$ cat config.mk
export PLATFORM = sky130hd
export DESIGN_NAME = mic_tdm_scheduler_flat
export DESIGN_NICKNAME = d
export VERILOG_FILES = /design/src/rtl/mic_tdm_scheduler_pkg.sv /design/src/rtl/mic_tdm_scheduler_if.sv /design/src/rtl/mic_tdm_scheduler_rr_arbiter.sv /design/src/rtl/mic_tdm_scheduler.sv /design/src/flat_wrapper.sv
export SDC_FILE = /design/constraint.sdc
export NUM_CORES = 1
export LEC_CHECK = 0
export CAP_MARGIN = 20
export CORE_MARGIN = 2
export CORE_UTILIZATION = 25
export DETAILED_ROUTE_END_ITERATION = 16
export GPL_TIMING_DRIVEN = 0
export PLACE_DENSITY_LB_ADDON = 0.12
export SLEW_MARGIN = 40
export SYNTH_ARGS = -nofsm -noshare
export SYNTH_HDL_FRONTEND = slang
export SYNTH_SLANG_ARGS = --single-unit
$ cat constraint.sdc
create_clock -name clk -period 1.65 [get_ports clk]
set_clock_uncertainty 0.15 [all_clocks]
set_input_delay 0.33 -clock clk [delete_from_list [all_inputs] [get_ports clk]]
set_output_delay 0.33 -clock clk [all_outputs]
set_load 0.005 [all_outputs]
$ cat src/rtl/mic_tdm_scheduler_pkg.sv
// mic_tdm_pkg: shared types and constants for the microphone TDM scheduler.
//   NIB_W                - width of one link nibble
//   state_t              - scheduler FSM states
//   nibbles_per_sample() - number of link slots one sample occupies
package mic_tdm_pkg;

    localparam int unsigned NIB_W = 4;

    typedef enum logic {
        IDLE,
        SEND
    } state_t;

    function automatic int unsigned nibbles_per_sample(input int unsigned sample_w);
        return sample_w / NIB_W;
    endfunction

endpackage

$ cat src/rtl/mic_tdm_scheduler_if.sv
// mic_tdm_scheduler_if: bundle of the sample inputs, slot tick, link outputs
// and overrun status/clear of the microphone TDM scheduler.
//   master modport - sample source / link consumer side
//   slave  modport - the scheduler itself
// Optional MIC_TDM_SCHED_PARITY_EN adds out_parity (even parity over
// {out_sof, out_ch, out_nibble}).
interface mic_tdm_scheduler_if #(
    parameter int unsigned NUM_CH   = 2,
    parameter int unsigned SAMPLE_W = 16
);
    localparam int unsigned CH_W = (NUM_CH > 1) ? $clog2(NUM_CH) : 1;

    logic [NUM_CH-1:0]               in_valid;
    logic [NUM_CH-1:0][SAMPLE_W-1:0] in_data;
    logic                            slot_en;
    logic                            out_valid;
    logic [3:0]                      out_nibble;
    logic [CH_W-1:0]                 out_ch;
    logic                            out_sof;
    logic [NUM_CH-1:0]               overrun;
    logic [NUM_CH-1:0]               overrun_clr;
`ifdef MIC_TDM_SCHED_PARITY_EN
    logic                            out_parity;
`endif

    modport master (
        output in_valid, in_data, slot_en, overrun_clr,
`ifdef MIC_TDM_SCHED_PARITY_EN
        input  out_parity,
`endif
        input  out_valid, out_nibble, out_ch, out_sof, overrun
    );

    modport slave (
        input  in_valid, in_data, slot_en, overrun_clr,
`ifdef MIC_TDM_SCHED_PARITY_EN
        output out_parity,
`endif
        output out_valid, out_nibble, out_ch, out_sof, overrun
    );

endinterface

$ cat src/rtl/mic_tdm_scheduler_rr_arbiter.sv
// rr_arbiter: combinational round-robin pick among NUM_CH requests.
//   req         - request vector
//   last_grant  - most recently granted index; search starts one above it
//   grant_valid - at least one request present
//   grant_idx   - winning index (0 when grant_valid is low)
module rr_arbiter #(
    parameter  int unsigned NUM_CH = 2,
    localparam int unsigned CH_W   = (NUM_CH > 1) ? $clog2(NUM_CH) : 1
) (
    input  logic [NUM_CH-1:0] req,
    input  logic [CH_W-1:0]   last_grant,
    output logic              grant_valid,
    output logic [CH_W-1:0]   grant_idx
);
    int unsigned idx;

    // Offset 1..NUM_CH so the last granted channel is checked last.
    always_comb begin
        grant_valid = 1'b0;
        grant_idx   = '0;
        idx         = 0;
        for (int unsigned k = 1; k <= NUM_CH; k++) begin
            idx = (int'(last_grant) + k) % NUM_CH;
            if (!grant_valid && req[idx]) begin
                grant_valid = 1'b1;
                grant_idx   = CH_W'(idx);
            end
        end
    end

endmodule

$ cat src/rtl/mic_tdm_scheduler.sv
// mic_tdm_scheduler: shares one nibble-wide TDM link between NUM_CH mic
// channels. Each channel has a one-deep holding register; pending channels
// are granted round-robin and streamed MSB nibble first, one nibble per
// slot_en, tagged with channel ID and start-of-frame.
//   clk, rst_n - clock, asynchronous active-low reset
//   bus        - mic_tdm_scheduler_if.slave (samples, slot tick, link, overrun)
// Optional MIC_TDM_SCHED_PARITY_EN adds registered bus.out_parity.
module mic_tdm_scheduler
    import mic_tdm_pkg::*;
#(
    parameter int unsigned NUM_CH   = 2,
    parameter int unsigned SAMPLE_W = 16
) (
    input logic                clk,
    input logic                rst_n,
    mic_tdm_scheduler_if.slave bus
);
    localparam int unsigned CH_W  = (NUM_CH > 1) ? $clog2(NUM_CH) : 1;
    localparam int unsigned NIBS  = nibbles_per_sample(SAMPLE_W);
    localparam int unsigned CNT_W = $clog2(NIBS + 1);

    state_t                          state;
    logic [NUM_CH-1:0][SAMPLE_W-1:0] hold;
    logic [NUM_CH-1:0]               pending;
    logic [NUM_CH-1:0]               overrun;
    logic [NUM_CH-1:0]               grant_now;
    logic [SAMPLE_W-1:0]             shreg;
    logic [CNT_W-1:0]                nib_cnt;
    logic [CH_W-1:0]                 last_grant;
    logic [CH_W-1:0]                 grant_idx;
    logic                            grant_valid;
    logic                            grant_fire;
    logic                            valid;
    logic                            sof;
    logic [CH_W-1:0]                 ch;
    logic [NIB_W-1:0]                nibble;

    rr_arbiter #(.NUM_CH(NUM_CH)) u_arb (
        .req         (pending),
        .last_grant  (last_grant),
        .grant_valid (grant_valid),
        .grant_idx   (grant_idx)
    );

    assign grant_fire = (state == IDLE) && bus.slot_en && grant_valid;
    assign grant_now  = grant_fire ? (NUM_CH'(1) << grant_idx) : '0;

    // A grant consumes the registered pending bit; a same-cycle capture
    // re-arms it, so only a capture onto an ungranted pending sample overruns.
    always_ff @(posedge clk or negedge rst_n) begin
        if (!rst_n) begin
            hold    <= '0;
            pending <= '0;
            overrun <= '0;
        end else begin
            pending <= bus.in_valid | (pending & ~grant_now);
            overrun <= (bus.in_valid & pending & ~grant_now) | (overrun & ~bus.overrun_clr);
            for (int unsigned i = 0; i < NUM_CH; i++) begin
                if (bus.in_valid[i]) begin
                    hold[i] <= bus.in_data[i];
                end
            end
        end
    end

`ifdef MIC_TDM_SCHED_PARITY_EN
    logic parity;
    assign bus.out_parity = parity;
`endif

    always_ff @(posedge clk or negedge rst_n) begin
        if (!rst_n) begin
            state      <= IDLE;
            nib_cnt    <= '0;
            last_grant <= CH_W'(NUM_CH - 1);
            shreg      <= '0;
            valid      <= 1'b0;
            nibble     <= '0;
            ch         <= '0;
            sof        <= 1'b0;
`ifdef MIC_TDM_SCHED_PARITY_EN
            parity     <= 1'b0;
`endif
        end else begin
            valid <= 1'b0;
            unique case (state)
                IDLE: begin
                    if (grant_fire) begin
                        shreg      <= hold[grant_idx] << NIB_W;
                        last_grant <= grant_idx;
                        nibble     <= hold[grant_idx][SAMPLE_W-1 -: NIB_W];
                        ch         <= grant_idx;
                        sof        <= 1'b1;
                        valid      <= 1'b1;
`ifdef MIC_TDM_SCHED_PARITY_EN
                        parity     <= ^{1'b1, grant_idx, hold[grant_idx][SAMPLE_W-1 -: NIB_W]};
`endif
                        if (NIBS > 1) begin
                            nib_cnt <= CNT_W'(1);
                            state   <= SEND;
                        end
                    end
                end
                SEND: begin
                    if (bus.slot_en) begin
                        nibble <= shreg[SAMPLE_W-1 -: NIB_W];
                        shreg  <= shreg << NIB_W;
                        sof    <= 1'b0;
                        valid  <= 1'b1;
`ifdef MIC_TDM_SCHED_PARITY_EN
                        parity <= ^{1'b0, ch, shreg[SAMPLE_W-1 -: NIB_W]};
`endif
                        if (nib_cnt == CNT_W'(NIBS - 1)) begin
                            nib_cnt <= '0;
                            state   <= IDLE;
                        end else begin
                            nib_cnt <= nib_cnt + CNT_W'(1);
                        end
                    end
                end
                default: state <= IDLE;
            endcase
        end
    end

    assign bus.out_valid  = valid;
    assign bus.out_nibble = nibble;
    assign bus.out_ch     = ch;
    assign bus.out_sof    = sof;
    assign bus.overrun    = overrun;

endmodule

$ cat src/flat_wrapper.sv
// flat-port wrapper written by rule: the top's interface ports become plain ports
module mic_tdm_scheduler_flat import mic_tdm_pkg::*;
#(
    parameter int unsigned NUM_CH   = 2,
    parameter int unsigned SAMPLE_W = 16
)
  (clk, rst_n, bus_in_valid, bus_in_data, bus_slot_en, bus_overrun_clr, bus_out_valid, bus_out_nibble, bus_out_ch, bus_out_sof, bus_overrun);
  mic_tdm_scheduler_if #(.NUM_CH(NUM_CH), .SAMPLE_W(SAMPLE_W)) bus_i ();
  input logic clk;
  input logic rst_n;
  input wire logic [$bits(bus_i.in_valid)-1:0] bus_in_valid;
  input wire logic [$bits(bus_i.in_data)-1:0] bus_in_data;
  input wire logic [$bits(bus_i.slot_en)-1:0] bus_slot_en;
  input wire logic [$bits(bus_i.overrun_clr)-1:0] bus_overrun_clr;
  output wire logic [$bits(bus_i.out_valid)-1:0] bus_out_valid;
  output wire logic [$bits(bus_i.out_nibble)-1:0] bus_out_nibble;
  output wire logic [$bits(bus_i.out_ch)-1:0] bus_out_ch;
  output wire logic [$bits(bus_i.out_sof)-1:0] bus_out_sof;
  output wire logic [$bits(bus_i.overrun)-1:0] bus_overrun;
  assign bus_i.in_valid = bus_in_valid;
  assign bus_i.in_data = bus_in_data;
  assign bus_i.slot_en = bus_slot_en;
  assign bus_i.overrun_clr = bus_overrun_clr;
  assign bus_out_valid = bus_i.out_valid;
  assign bus_out_nibble = bus_i.out_nibble;
  assign bus_out_ch = bus_i.out_ch;
  assign bus_out_sof = bus_i.out_sof;
  assign bus_overrun = bus_i.overrun;
  mic_tdm_scheduler #(.NUM_CH(NUM_CH), .SAMPLE_W(SAMPLE_W)) u_core (.clk(clk), .rst_n(rst_n), .bus(bus_i));
endmodule
==> Word-level counts from Yosys, hierarchy flattened <==
Cells that the tools add are included.
{ "word_totals": {"reg_bits": 64, "out_inout_bits": 9, "wordCells": 67} }
{ "op_classes": {"addsub": 3, "order_cmp": 3, "n_eq_ne": 3, "shifts": 1, "n_mux": 30, "n_bitwise": 9, "reduce_logical": 6} }
{ "ops": {"columns": ["op", "count"], "rows": [
  ["$mux 16", 4],
  ["$pmux 16 s2", 1],
  ["$mux 1", 14],
  ["$mux 3", 3],
  ["$and 2x2->2", 4],
  ["$mux 4", 2],
  ["$pmux 4 s2", 1],
  ["$lt 1x2->1 const B", 3],
  ["$pmux 1 s2", 3],
  ["$pmux 3 s2", 1],
  ["$not 2->2", 2],
  ["$or 2x2->2", 2],
  ["$reduce_and 2->1", 2],
  ["$add 3x1->3 const B", 1],
  ["$eq 3x2->1 const B", 1],
  ["$logic_and 1x1->1", 3],
  ["$add 1x1->1 const B", 2],
  ["$mux 2", 1],
  ["$ne 2x1->1 const B", 1],
  ["$ne 2x2->1 const B", 1],
  ["$shl 1x1->2 const A", 1],
  ["$logic_not 1->1", 1],
  ["$not 1->1", 1]
]} }

==> Depth between registers and ports, before layout <==
Gate-level depths: netlist (run 1).
{ "logic_depth": {"word_depth": 12, "depth_mapped": 6, "depth_no_buf": 4} }

==> Modules after synthesis <==
A second synthesis (run 1) with hierarchy kept.
{ "unflattened": {"hier_cells": 196, "area_unflattened_um2": 2591.2} }
{ "by_module_without_submodules": {"columns": ["mod", "n_inst", "cells_each", "area_each_um2", "seq_area_each_um2"], "rows": [
  ["mic_tdm_scheduler", 1, 194, 2577.5, 1502.7],
  ["rr_arbiter", 1, 2, 13.8, 0.0]
]} }

==> Worst setup path after synthesis (run 1) <==
OpenSTA, ideal clock, no wires.
{ "synth_timing": {"kind": "reg2reg", "start": "reg u_core.state", "end": "reg u_core.nibble[3] (netlist: u_core.bus.out_nibble[3])", "setup_ns": 0.126, "arrival_ns": 1.184, "required_ns": 1.374, "setup_slack_ns": 0.190, "path_stages_with_launch": 7, "path_buffers": 2, "period_less_slack_ns": 1.460, "path_cell_list": "dfrtp_1 > buf_6 > o31ai_4 > inv_2 > buf_6 > o21ai_2 > a31oi_1"} }
{ "synth_between": {"elab_chain_cells": 5, "word_cells_on_any_way": 7, "classes_between": "2 x eq/ne; 1 x mux; 1 x bitwise; 3 x reduce/logical"} }
{ "synth_rtl": {"columns": ["element", "line", "source"], "rows": [
  ["from (decl)", "mic_tdm_scheduler.sv:22", "state_t state;"],
  ["from (signal assigned)", "mic_tdm_scheduler.sv:73", "state <= IDLE;"],
  ["from (signal assigned)", "mic_tdm_scheduler.sv:100", "state <= SEND;"],
  ["from (signal assigned)", "mic_tdm_scheduler.sv:115", "state <= IDLE;"],
  ["$not 1->1 (no source line)", null, null],
  ["$logic_and 1x1->1 (2 in series)", "mic_tdm_scheduler.sv:45", "assign grant_fire = (state == IDLE) && bus.slot_en && grant_valid;"],
  ["$ne 2x1->1 (no source line)", null, null],
  ["$reduce_and 2->1 (no source line)", null, null],
  ["to (signal assigned)", "mic_tdm_scheduler.sv:91", "nibble <= hold[grant_idx][SAMPLE_W-1 -: NIB_W];"],
  ["to (signal assigned)", "mic_tdm_scheduler.sv:106", "nibble <= shreg[SAMPLE_W-1 -: NIB_W];"],
  ["to (decl)", "mic_tdm_scheduler.sv:36", "logic [NIB_W-1:0] nibble;"]
]} }
Parallel ways exist; a longest one is shown, timed or not.
A chain may end at the register's enable or synchronous reset.

==> Final worst setup path (run 1) <==
{ "layout_timing": {"start": "reg u_core.pending[1]", "end": "reg u_core.shreg[8]"} }
{ "layout_between": {"elab_chain_cells": 10, "word_cells_on_any_way": 17, "classes_between": "1 x eq/ne; 12 x mux; 4 x reduce/logical"} }
{ "layout_rtl": {"columns": ["element", "line", "source"], "rows": [
  ["from (decl)", "mic_tdm_scheduler.sv:24", "logic [NUM_CH-1:0] pending;"],
  ["from (signal assigned)", "mic_tdm_scheduler.sv:56", "pending <= bus.in_valid | (pending & ~grant_now);"],
  ["$mux 1 (implied by the code) (2 in series)", "mic_tdm_scheduler_rr_arbiter.sv:24", "if (!grant_valid && req[idx]) begin"],
  ["$mux 1", "mic_tdm_scheduler_rr_arbiter.sv:24", null],
  ["$logic_not 1->1", "mic_tdm_scheduler_rr_arbiter.sv:24", null],
  ["$logic_and 1x1->1", "mic_tdm_scheduler_rr_arbiter.sv:24", null],
  ["$mux 1", "mic_tdm_scheduler_rr_arbiter.sv:24", null],
  ["$mux 16 (implied by the code)", "mic_tdm_scheduler.sv:89", "shreg <= hold[grant_idx] << NIB_W;"],
  ["$mux 16", null, null],
  ["$mux 16", "mic_tdm_scheduler.sv:88", "if (grant_fire) begin"],
  ["$pmux 16 s2", "mic_tdm_scheduler.sv:86", "unique case (state)"],
  ["to (signal assigned)", "mic_tdm_scheduler.sv:89", null],
  ["to (signal assigned)", "mic_tdm_scheduler.sv:107", "shreg <= shreg << NIB_W;"],
  ["to (decl)", "mic_tdm_scheduler.sv:27", "logic [SAMPLE_W-1:0] shreg;"]
]} }
Parallel ways exist; a longest one is shown, timed or not. The select of a mux whose other input is x is not followed.

==> out/metrics.yaml, run 1 <==
outcome:
  status: "completed"
cts:
  tritoncts: "done"
  clock_latency_ns: 0.33
  cts-root-buf: "clkbuf_8"
  htreeDepth: 3
  clockBufferDepth: 2
  clk_pin_slew_worst_paths_ns: 0.07
  numClockSinks: 60
  numCtsBuffers: 9
setup_path:
  cp_data_required_time_ns: 1.75
  r2r_slack_ns: 0.12
  crit_fanout: 10
  cp_slowest_stage_delay_ns: 0.49
  endpoint_kind: "register"
  critPathArrivalTime_ns: 1.63
  reg2regPathDepth: 4
  rr_startpoint: "u_core.pending[1]$_DFF_PN0_"
  cp-start-kind: "register"
  path_class: "reg2reg"
  crit_slowest_cell: "dfrtp_1"
  reg2reg_to: "u_core.shreg[8]$_DFFE_PN0P_"
  path_cells: "a21boi_2 -> clkbuf_4 -> nand2_1 -> a31oi_1"
final_layout:
  diodes: 0
  multi_input_area_um2: 993
  drive_gt1_frac: 0.281
  num-fill-cells: 1073
  final_cell_mix: "59 x dfrtp_1, 34 x nand2_1, 34 x clkdlybuf4s50_1"
  final_common_cell: "dfrtp_1"
  synthToLayoutAreaGrowth_pct: 32.5
  postLayoutCellArea_um2: 3450
  register_area_um2: 1500
  nets: 315
global_route:
  grtUsageTotal: 0.117
  grt_max_degree: 39
  grt_pass1_vias: 1899
  antenna_found_initial: 0
  grt_first_pass_wirelength_um: 10000
  gr-total-overflow: 0
synthesis:
  synth-async-reset-ratio: 1.00
  synth_nets: 253
  synth.distinct_cells: 35
  synth_edf_count: 0
  ys_warn_count: 0
  synth.avg_cell_area_um2: 12.2
  seq_area_frac_synth: 0.577
  synth_area_um2: 2600
  syn_inst: 213
  ys_ff_latch: 60
  synthFlopType: "dfrtp_1"
detailed_routing:
  dr.pass1.iters: 4
  drt_iter0_drc: 58
  wl_per_cell_um: 14.1
  drt_wl_total_um: 5860
  antenna_left: 0
  drc_errors: 0
  viasPerCell: 4.39
  vias: 1819
sta:
  min_period_over_period: 0.929
  slew_headroom: 0.652
  max_freq_mhz: 652
  drv_slew: 0
  hold_viol: 0
  post-route-min-period_ns: 1.53
  worstMarginPinSlew_ns: 0.519
  rsz0062_at_grt: "yes"
  finalSetupViolations: 0
place:
  post-dp-hpwl_um: 4170
  post_dp_cell_area_um2: 3230
  io_buffer_count: 44
  place_congestion: 0.685
floorplanning:
  die_h_um: 106
  start_util: 0.255
  rows: 37
  io_pins: 48
  core_um2: 10200
  die_w_um: 106
  die_area_um2: 11300
flow_run:
  maxCapViolCount: 0
min_path:
  holdPathStages: 2
  hold_path_end: "u_core.hold[23]$_DFFE_PN0P_"
  hp-class: "in2reg"
  min_from: "bus_in_valid[1]"
pwr:
  p_leak_nw: 1.48
  power_mw: 4.73
  power_density_nw_per_um2: 1370
  vdd.ir_drop.worst_v: 0.000507
[registers in the layout, summed over array words and instances (netlist names)]
signal	cells
u_core.bus.overrun	2
u_core.state	1
u_core.bus.out_ch	1
u_core.pending	2
u_core.bus.out_valid	1
u_core.nib_cnt	3
u_core.last_grant	1
u_core.hold	32
u_core.shreg	12
u_core.bus.out_sof	1
u_core.bus.out_nibble	4
[how the worst max path moves through the flow]
stage	startpoint	end	cells past startpoint
2_1_floorplan	u_core.state$_DFF_PN0_	u_core.bus.out_nibble[3]$_DFFE_PN0P_	6
3_3_place_gp	rst_n	u_core.hold[31]$_DFFE_PN0P_	1
3_5_place_dp	u_core.state$_DFF_PN0_	u_core.shreg[11]$_DFFE_PN0P_	6
4_1_cts	u_core.bus.out_valid$_DFF_PN0_	bus_out_valid	1
5_1_grt	u_core.state$_DFF_PN0_	u_core.nib_cnt[1]$_DFFE_PN0P_	4
6_report	u_core.pending[1]$_DFF_PN0_	u_core.shreg[8]$_DFFE_PN0P_	4
[cell usage after synthesis (all sizes together), types with 2 or more instances]
master / number / area [µm²]
o21ai: 19 / 129
nor2b: 2 / 12.5
mux2: 32 / 360
mux2i: 4 / 40.0
nor2: 2 / 10.0
nand2: 34 / 128
dfrtp: 59 / 1480
o22ai: 2 / 12.5
inv: 5 / 18.8
a31oi: 12 / 75.1
a21oi: 2 / 10.0
clkbuf: 2 / 7.51
buf: 11 / 82.6
nand3b: 12 / 90.1
[power breakdown]
part / switching (mW) / leakage (nW) / total (mW) / internal (mW)
clock: 0.547 / 0.0941 / 1.19 / 0.646
sequential: 0.228 / 0.700 / 2.06 / 1.83
combinational: 0.702 / 0.684 / 1.48 / 0.775
[stage by stage]
| step | hold WS [ns] | std cells | setup TNS [ns] | setup slack, ns | utilization |
|---|---|---|---|---|---|
| after global routing | 0.231 | 414 | -0.117 | -0.0389 | 0.337 |
| after global placement | 0.325 | 393 | -119.70 | -2.01 | 0.314 |
| after floorplan | -0.116 | 213 | 0 | 0.190 | - |
| final | 0.240 | 414 | 0 | 0.117 | 0.337 |
| after detailed placement | 0.102 | 394 | -0.00292 | -0.00292 | 0.316 |
| after CTS | 0.229 | 414 | 0 | 0.0127 | 0.337 |
[final cells by class]
cell class                      count  share of cell area
Sequential cell                    60               0.435
Multi-Input combinational cell    135               0.288
Timing Repair Buffer               51               0.144
Tap cell                          136              0.0493
Clock buffer                       12              0.0479
Buffer                             13              0.0268
Inverter                            5             0.00544
Clock inverter                      2             0.00290
[worst max-delay path, delay by kind of cell, from the launching register on]
kind	cells	cell delay [ns]
AOI/OAI and AO/OA	2	0.46
buffers and inverters	1	0.27
DFF	1	0.49
and+or+nand+nor	1	0.09
[kinds of logic after synthesis]
family	count (synthesis)	synth area share
simple gates	56	0.106
compound gates	42	0.117
buf+inv	18	0.0418
fa+ha+maj	1	0.00480
flops	60	0.577
mux	36	0.154
[metal layers]
metal  global-route usage  wire length (µm)  up-vias
met5                    0                 0        -
met1                0.149              2750      899
li1                     -                 -      874
met4               0.0310                53        0
met2                0.188              2730       42
met3               0.0435               324        4
[repair_timing]
| action | in CTS | in global routing |
|---|---|---|
| resized for setup | 8 | 2 |
| hold endpoints to repair | 22 | 0 |
| pin swaps | 1 | 0 |
| endpoints found under the setup margin | 11 | 12 |
| buffers inserted | 5 | 0 |
| hold buffers | 1 | 0 |
Power figures use the tool's default switching activity.
==> inputs of run 2 (changes only) <==
- SETUP_SLACK_MARGIN: not set -> 0.05
- clock period: 1.65 -> 1.9 ns (I/O delays scaled with it)
==> run 2 against run 1 <==
Sequential cell count is the same; final cell count shrank 1.2%; sequential share of layout area grew 0.41 points; largest cell class unchanged; core utilization shrank 0.32 points; clock-buffer cell count is the same; routed wire length shrank 0.27%; via count shrank 0.60%; clock power shrank 13%; sequential power shrank 13%; die area is the same; register-to-register slack gained 0.14 ns.
==> out/metrics.yaml, run 2 (synthesis results as in run 1) <==
place:
  post-dp-hpwl_um: 4170  # unchanged
  io_buffer_count: 44  # unchanged
  place_congestion: 0.685  # unchanged
  dp.cells: 394  # unchanged
  post_dp_cell_area_um2: 3230  # unchanged
global_route:
  use_met1: 0.148  # was 0.149
  grtUsageMet2: 0.187  # was 0.188
  gr-total-overflow: 0  # unchanged
  grt_pass1_vias: 1869  # was 1,899
  grt_use_met3: 0.0435  # unchanged
  grtUsageTotal: 0.116  # was 0.117
  antenna_found_initial: 0  # unchanged
  grt_max_degree: 39  # unchanged
  grt_busiest_layer: "met2"  # unchanged
  grt_first_pass_wirelength_um: 9920  # was 10,000 µm
floorplanning:
  die_h_um: 106  # unchanged
  core_um2: 10200  # unchanged
  die_w_um: 106  # unchanged
  io_pins: 48  # unchanged
  rows: 37  # unchanged
  die_area_um2: 11300  # unchanged
  start_util: 0.255  # unchanged
pwr:
  seqPwrFrac: 0.438  # was 0.435
  netSwitchingPower_mw: 1.28  # was 1.48 mW
  p_leak_nw: 1.44  # was 1.48 nW
  power_frac_comb: 0.308  # was 0.313
  clkPwrFrac: 0.254  # was 0.252
  power_mw: 4.10  # was 4.73 mW
  vdd.ir_drop.worst_v: 0.000441  # was 0.000507 V
  power_density_nw_per_um2: 1200  # was 1370 nW/µm²
  power_switching_share: 0.312  # about the same
  internal_power_mw: 2.82  # was 3.25 mW
setup_path:
  cp_top_family: "buffers and inverters"  # was flip-flops
  path_class: "reg2out"  # was reg2reg
  cp.buffers_inverters: 1  # unchanged
  critPathArrivalTime_ns: 1.21  # was 1.63 ns
  endpoint_kind: "primary output"  # was register
  cp-start-kind: "register"  # unchanged
  cp_slowest_stage_delay_ns: 0.51  # was 0.49 ns
  cp.depth: 1  # was 4
  reg2regPathDepth: 6  # was 4
  path_cells: "clkdlybuf4s50_1"  # was a21boi_2 -> clkbuf_4 -> nand2_1 -> a31oi_1
  cp_data_required_time_ns: 1.37  # was 1.75 ns
  crit_slowest_cell: "clkdlybuf4s50_1"  # was dfrtp_1
  crit_fanout: 2  # was 10
detailed_routing:
  viasPerCell: 4.42  # was 4.39
  antenna_left: 0  # unchanged
  vias: 1808  # was 1,819
  wl_per_cell_um: 14.3  # was 14.1 µm
  dr.pass1.iters: 4  # unchanged
  drt_iter0_drc: 64  # was 58
  drt_wl_total_um: 5840  # was 5860 µm
  drc_errors: 0  # unchanged
cts:
  clock_latency_ns: 0.33  # about the same
  htreeDepth: 3  # unchanged
  post_cts_buffers: 0  # was 5
  tritoncts: "done"  # unchanged
  clockBufferDepth: 2  # unchanged
  numClockSinks: 60  # unchanged
  ctsHoldBuffers: 1  # unchanged
  cts-root-buf: "clkbuf_8"  # unchanged
  cts_resized: 0  # was 8
  clk_pin_slew_worst_paths_ns: 0.07  # about the same
  numCtsBuffers: 9  # unchanged
final_layout:
  drive_gt1_frac: 0.267  # was 0.281
  nets: 310  # was 315
  top_register: "u_core.hold"  # unchanged
  largest_reg_flops: 32  # unchanged
  synthToLayoutAreaGrowth_pct: 31.2  # was 32.5%
  fin_cells: 409  # was 414
  final_core_util: 0.334  # was 0.337
  final_common_cell: "dfrtp_1"  # unchanged
  diodes: 0  # unchanged
  postLayoutCellArea_um2: 3420  # was 3450 µm²
  final_cell_mix: "59 x dfrtp_1, 43 x clkdlybuf4s50_1, 34 x nand2_1"  # was 59 x dfrtp_1, 34 x nand2_1, 34 x clkdlybuf4s50_1
sta:
  slew_headroom: 0.628  # was 0.652
  rsz0062_at_grt: "no"  # was yes
  hold_viol: 0  # unchanged
  setup_tns_ns: 0  # unchanged
  finalSetupViolations: 0  # unchanged
  min_period_over_period: 0.916
  post-route-min-period_ns: 1.74
  drv_slew: 0  # unchanged
  max_freq_mhz: 574
  worstMarginPinSlew_ns: 0.554  # was 0.519 ns
min_path:
  hp-class: "in2reg"  # unchanged
  holdPathStages: 2  # unchanged
outcome:
  status: "completed"  # unchanged
flow_run:
  maxCapViolCount: 0  # unchanged
==> run 2: final timing paths <==
kind	slack, ns	to	from
max	0.16	bus_out_nibble[3]	u_core.bus.out_nibble[3]$_DFFE_PN0P_
min	0.29	u_core.hold[23]$_DFFE_PN0P_	bus_in_valid[1]
max reg2reg	0.26	u_core.shreg[11]$_DFFE_PN0P_	u_core.state$_DFF_PN0_
min reg2reg	0.34	u_core.shreg[4]$_DFFE_PN0P_	u_core.shreg[4]$_DFFE_PN0P_
max in group asynchronous	0.70	u_core.last_grant$_DFFE_PN1P_	rst_n
min in group asynchronous	0.34	u_core.bus.out_nibble[0]$_DFFE_PN0P_	rst_n
==> run 2: final cells by class <==
class / instances / area, µm²
plain buffers: 13 / 90.1
multi-input cells: 135 / 993
flip-flops and latches: 60 / 1500
repair buffers: 46 / 468
inverters: 5 / 18.8
clock buffers: 12 / 165
well taps: 136 / 170
clock inverters: 2 / 10.0
fillers: 1071 / 6810
==> run 2: power by group through the flow <==
| stage | Combinational (mW) | Sequential [mW] | Clock [mW] |
|---|---|---|---|
| finish | 1.26 | 1.79 | 1.04 |
| global route | 1.44 | 1.84 | 1.13 |
| CTS | 1.30 | 1.80 | 1.08 |
| detailed placement | 1.30 | 1.82 | 0 |
| global placement | 1.28 | 1.82 | 0 |
| floorplan | 0.839 | 1.77 | 0 |
==> run 2: per-layer routing <==
layer / routed length, µm / part of all wire
met3: 303 / 0.052
met4: 59 / 0.010
met5: 0 / 0
met2: 2700 / 0.46
met1: 2770 / 0.47
==> run 2: per-stage QoR <==
stage	setup WS, ns	hold slack [ns]
2_1_floorplan	0.440	-0.0656
4_1_cts	0.123	0.279
3_3_place_gp	-1.81	0.325
5_1_grt	0.0958	0.281
6_report	0.159	0.290
3_5_place_dp	0.247	0.152
==> inputs of run 3 (changes only) <==
- ABC_AREA: not set -> 1
- clock period: 1.9 -> 1.55 ns (I/O delays scaled with it)
==> run 3 against run 2 <==
Total power grew 40%; global-route usage is 0.73 points higher; first-iteration DRC count rose by 28%; largest power group unchanged; highest routed layer unchanged; clock power rose by 34%.
==> out/metrics.yaml, run 3 <==
cts:
  clk_pin_slew_worst_paths_ns: 0.07  # about the same
  tritoncts: "done"  # unchanged
  clock_latency_ns: 0.34  # was 0.33 ns
  cts-root-buf: "clkbuf_8"  # unchanged
  htreeDepth: 3  # unchanged
  numCtsBuffers: 9  # unchanged
  clockBufferDepth: 2  # unchanged
  numClockSinks: 60  # unchanged
synthesis:
  seq_area_frac_synth: 0.547  # was 0.577
  synthFlopType: "dfrtp_1"  # unchanged
  synthTopCellsByCount: "65 x nand2_1, 59 x dfrtp_1, 54 x nand3_1"  # was 59 x dfrtp_1, 34 x nand2_1, 32 x mux2_2
  synth_nets: 322  # was 253
  synth_top_area_frac: 0.538  # was 0.567
  yosysMostFrequentCell: "nand2_1"  # was dfrtp_1
  ys_ff_latch: 60  # unchanged
  synth-async-reset-ratio: 1.00  # unchanged
  synth_area_um2: 2750  # was 2600 µm²
  synth.avg_cell_area_um2: 9.73  # was 12.2 µm²
  synth_largest_area_cell: "dfrtp_1"  # unchanged
  synthTopCellsByArea: "dfrtp_1 54%, nand3_1 9.8%, mux2_2 9.8%, nand2_1 8.9%, inv_1 4.1%"  # was dfrtp_1 57%, mux2_2 14%, nand2_1 4.9%, nand3b_1 3.5%, o21ai_2 3.0%
  synth_edf_count: 0  # unchanged
  ys_warn_count: 0  # unchanged
  syn_inst: 282  # was 213
  synth.distinct_cells: 21  # was 35
pwr:
  seqPwrFrac: 0.382  # was 0.438
  power_switching_share: 0.342  # was 0.312
  p_leak_nw: 1.75  # was 1.44 nW
  netSwitchingPower_mw: 1.96  # was 1.28 mW
  vdd.ir_drop.worst_v: 0.000461  # was 0.000441 V
  power_density_nw_per_um2: 1540  # was 1200 nW/µm²
  internal_power_mw: 3.78  # was 2.82 mW
  power_mw: 5.73  # was 4.10 mW
  power_frac_comb: 0.376  # was 0.308
  clkPwrFrac: 0.242  # was 0.254
sta:
  finalSetupViolations: 0  # unchanged
  setup_tns_ns: 0  # unchanged
  slew_headroom: 0.741  # was 0.628
  min_period_over_period: 0.931
  worstMarginPinSlew_ns: 0.388  # was 0.554 ns
  finalWorstSetupSlack_ns: 0.106  # was 0.159 ns
  rsz0062_at_grt: "yes"  # was no
  post-route-min-period_ns: 1.44
  hold_viol: 0  # unchanged
  max_freq_mhz: 693
  drv_slew: 0  # unchanged
final_layout:
  largest_reg_flops: 32  # unchanged
  final_common_cell: "nand2_1"  # was dfrtp_1
  drive_gt1_frac: 0.216  # was 0.267
  nets: 392  # was 310
  num-fill-cells: 1127  # was 1,071
  top_register: "u_core.hold"  # unchanged
  fin_cells: 496  # was 409
  final_cell_mix: "65 x nand2_1, 59 x dfrtp_1, 52 x nand3_1"  # was 59 x dfrtp_1, 43 x clkdlybuf4s50_1, 34 x nand2_1
  synthToLayoutAreaGrowth_pct: 35.6  # was 31.2%
  diodes: 0  # unchanged
  multi_input_area_um2: 1050  # was 993 µm²
  register_area_um2: 1500  # unchanged
setup_path:
  path_cells: "dlygate4sd2_1"  # was clkdlybuf4s50_1
  r2r_slack_ns: 0.15  # was 0.26 ns
  path_class: "reg2out"  # unchanged
  cp_data_required_time_ns: 1.09  # was 1.37 ns
  cp_slowest_stage_delay_ns: 0.38  # was 0.51 ns
  endpoint_kind: "primary output"  # unchanged
  crit_slowest_cell: "dfrtp_1"  # was clkdlybuf4s50_1
  cp-start-kind: "register"  # unchanged
  reg2regPathDepth: 5  # was 6
  critPathArrivalTime_ns: 0.98  # was 1.21 ns
  cp.buffers_inverters: 1  # unchanged
  cp.depth: 1  # unchanged
  crit_fanout: 2  # unchanged
  cp_top_family: "flip-flops"  # was buffers and inverters
global_route:
  grt_pass1_vias: 2206  # was 1,869
  grt_first_pass_wirelength_um: 10900  # was 9920 µm
  grtUsageTotal: 0.124  # was 0.116
  gr-total-overflow: 0  # unchanged
  antenna_found_initial: 0  # unchanged
  grt_max_degree: 34  # was 39
place:
  io_buffer_count: 47  # was 44
  place_congestion: 0.717  # was 0.685
  post-dp-hpwl_um: 4770  # was 4170 µm
  dp.cells: 470  # was 394
  place_ws_ns: -0.317  # was 0.247 ns
floorplanning:
  rows: 38  # was 37
  die_area_um2: 11800  # was 11,300 µm²
  io_pins: 48  # unchanged
  start_util: 0.254  # was 0.255
  die_h_um: 109  # was 106 µm
  die_w_um: 109  # was 106 µm
  core_um2: 10800  # was 10,200 µm²
detailed_routing:
  antenna_left: 0  # unchanged
  wl_per_cell_um: 13.3  # was 14.3 µm
  drc_errors: 0  # unchanged
  dr.pass1.iters: 4  # unchanged
  viasPerCell: 4.27  # was 4.42
  drt_wl_total_um: 6620  # was 5840 µm
  vias: 2117  # was 1,808
  drt_iter0_drc: 82  # was 64
min_path:
  hp-class: "in2async"  # was in2reg
outcome:
  status: "completed"  # unchanged
flow_run:
  maxCapViolCount: 0  # unchanged
==> run 3: changes by cell type after synthesis, moves of 3 or more <==
cell      previous run  this run
nand2_2              0         3
nand3_1              1        54
nand3b_1            12         0
nand2_4              0         3
inv_1                4        30
o21ai_1              1         6
a31oi_1             12         0
o21ai_2              9         6
nand2_1             34        65
mux2_2              32        24
mux2i_1              4         0
==> run 3: power by group through the flow <==
stage	sequential (mW)	combinational, mW	clock [mW]
3_3_place_gp	2.22	1.92	0
6_report	2.19	2.15	1.39
3_5_place_dp	2.22	1.94	0
4_1_cts	2.18	1.99	1.44
5_1_grt	2.25	2.44	1.50
2_1_floorplan	2.18	1.24	0
==> run 3: area by class of cell <==
cell class / instances / area share
plain buffers: 15 / 0.0333
clock buffers: 13 / 0.0400
clock inverters: 2 / 0.00941
inverters: 30 / 0.0303
multi-input cells: 177 / 0.282
flip-flops and latches: 60 / 0.404
well taps: 140 / 0.0471
repair buffers: 59 / 0.154
==> run 3: cells by family (layout without fill, tap and decap cells) <==
kind of cell	after synthesis	in the layout	synth area share
compound gates	26	26	0.0583
mux	24	24	0.0985
flops	60	60	0.547
buf+inv	45	119	0.0807
simple gates	126	126	0.211
fa+ha+maj	1	1	0.00456
==> run 3: final timing paths <==
path | to | startpoint
min | u_core.bus.overrun[0]$_DFF_PN0_ | rst_n
min reg2reg | u_core.bus.overrun[1]$_DFF_PN0_ | u_core.bus.overrun[1]$_DFF_PN0_
max | bus_out_nibble[2] | u_core.bus.out_nibble[2]$_DFFE_PN0P_
max reg2reg | u_core.pending[0]$_DFF_PN0_ | u_core.last_grant$_DFFE_PN1P_
min in group clk | u_core.bus.overrun[1]$_DFF_PN0_ | u_core.bus.overrun[1]$_DFF_PN0_
max in group asynchronous | u_core.hold[9]$_DFFE_PN0P_ | rst_n
==> run 3: routing by layer <==
| layer | vias up | share of wire | track usage |
|---|---|---|---|
| met2 | 35 | 0.45 | 0.191 |
| met3 | 10 | 0.030 | 0.0239 |
| met5 | - | 0 | 0 |
| met4 | 0 | 0.023 | 0.0632 |
| met1 | 1009 | 0.49 | 0.165 |
| li1 | 1063 | - | - |
==> run 3: what timing repair did <==
| action | in CTS | in global routing |
|---|---|---|
| endpoints found under the setup margin | 12 | 15 |
| gates resized for setup | 11 | 7 |
| setup buffers | 5 | 5 |
| pin swaps | 0 | 3 |
| hold buffers | 1 | 0 |
| gates cloned | 0 | 0 |
| hold endpoints to repair | 26 | 0 |
==> run 3: metrics by stage <==
step | hold slack (ns) | utilization | instance area, µm²
floorplan | -0.136 | - | 2750
global placement | 0.314 | 0.314 | 3390
detailed placement | 0.117 | 0.316 | 3410
CTS | 0.289 | 0.337 | 3630
global route | 0.312 | 0.345 | 3720
finish | 0.289 | 0.345 | 3720
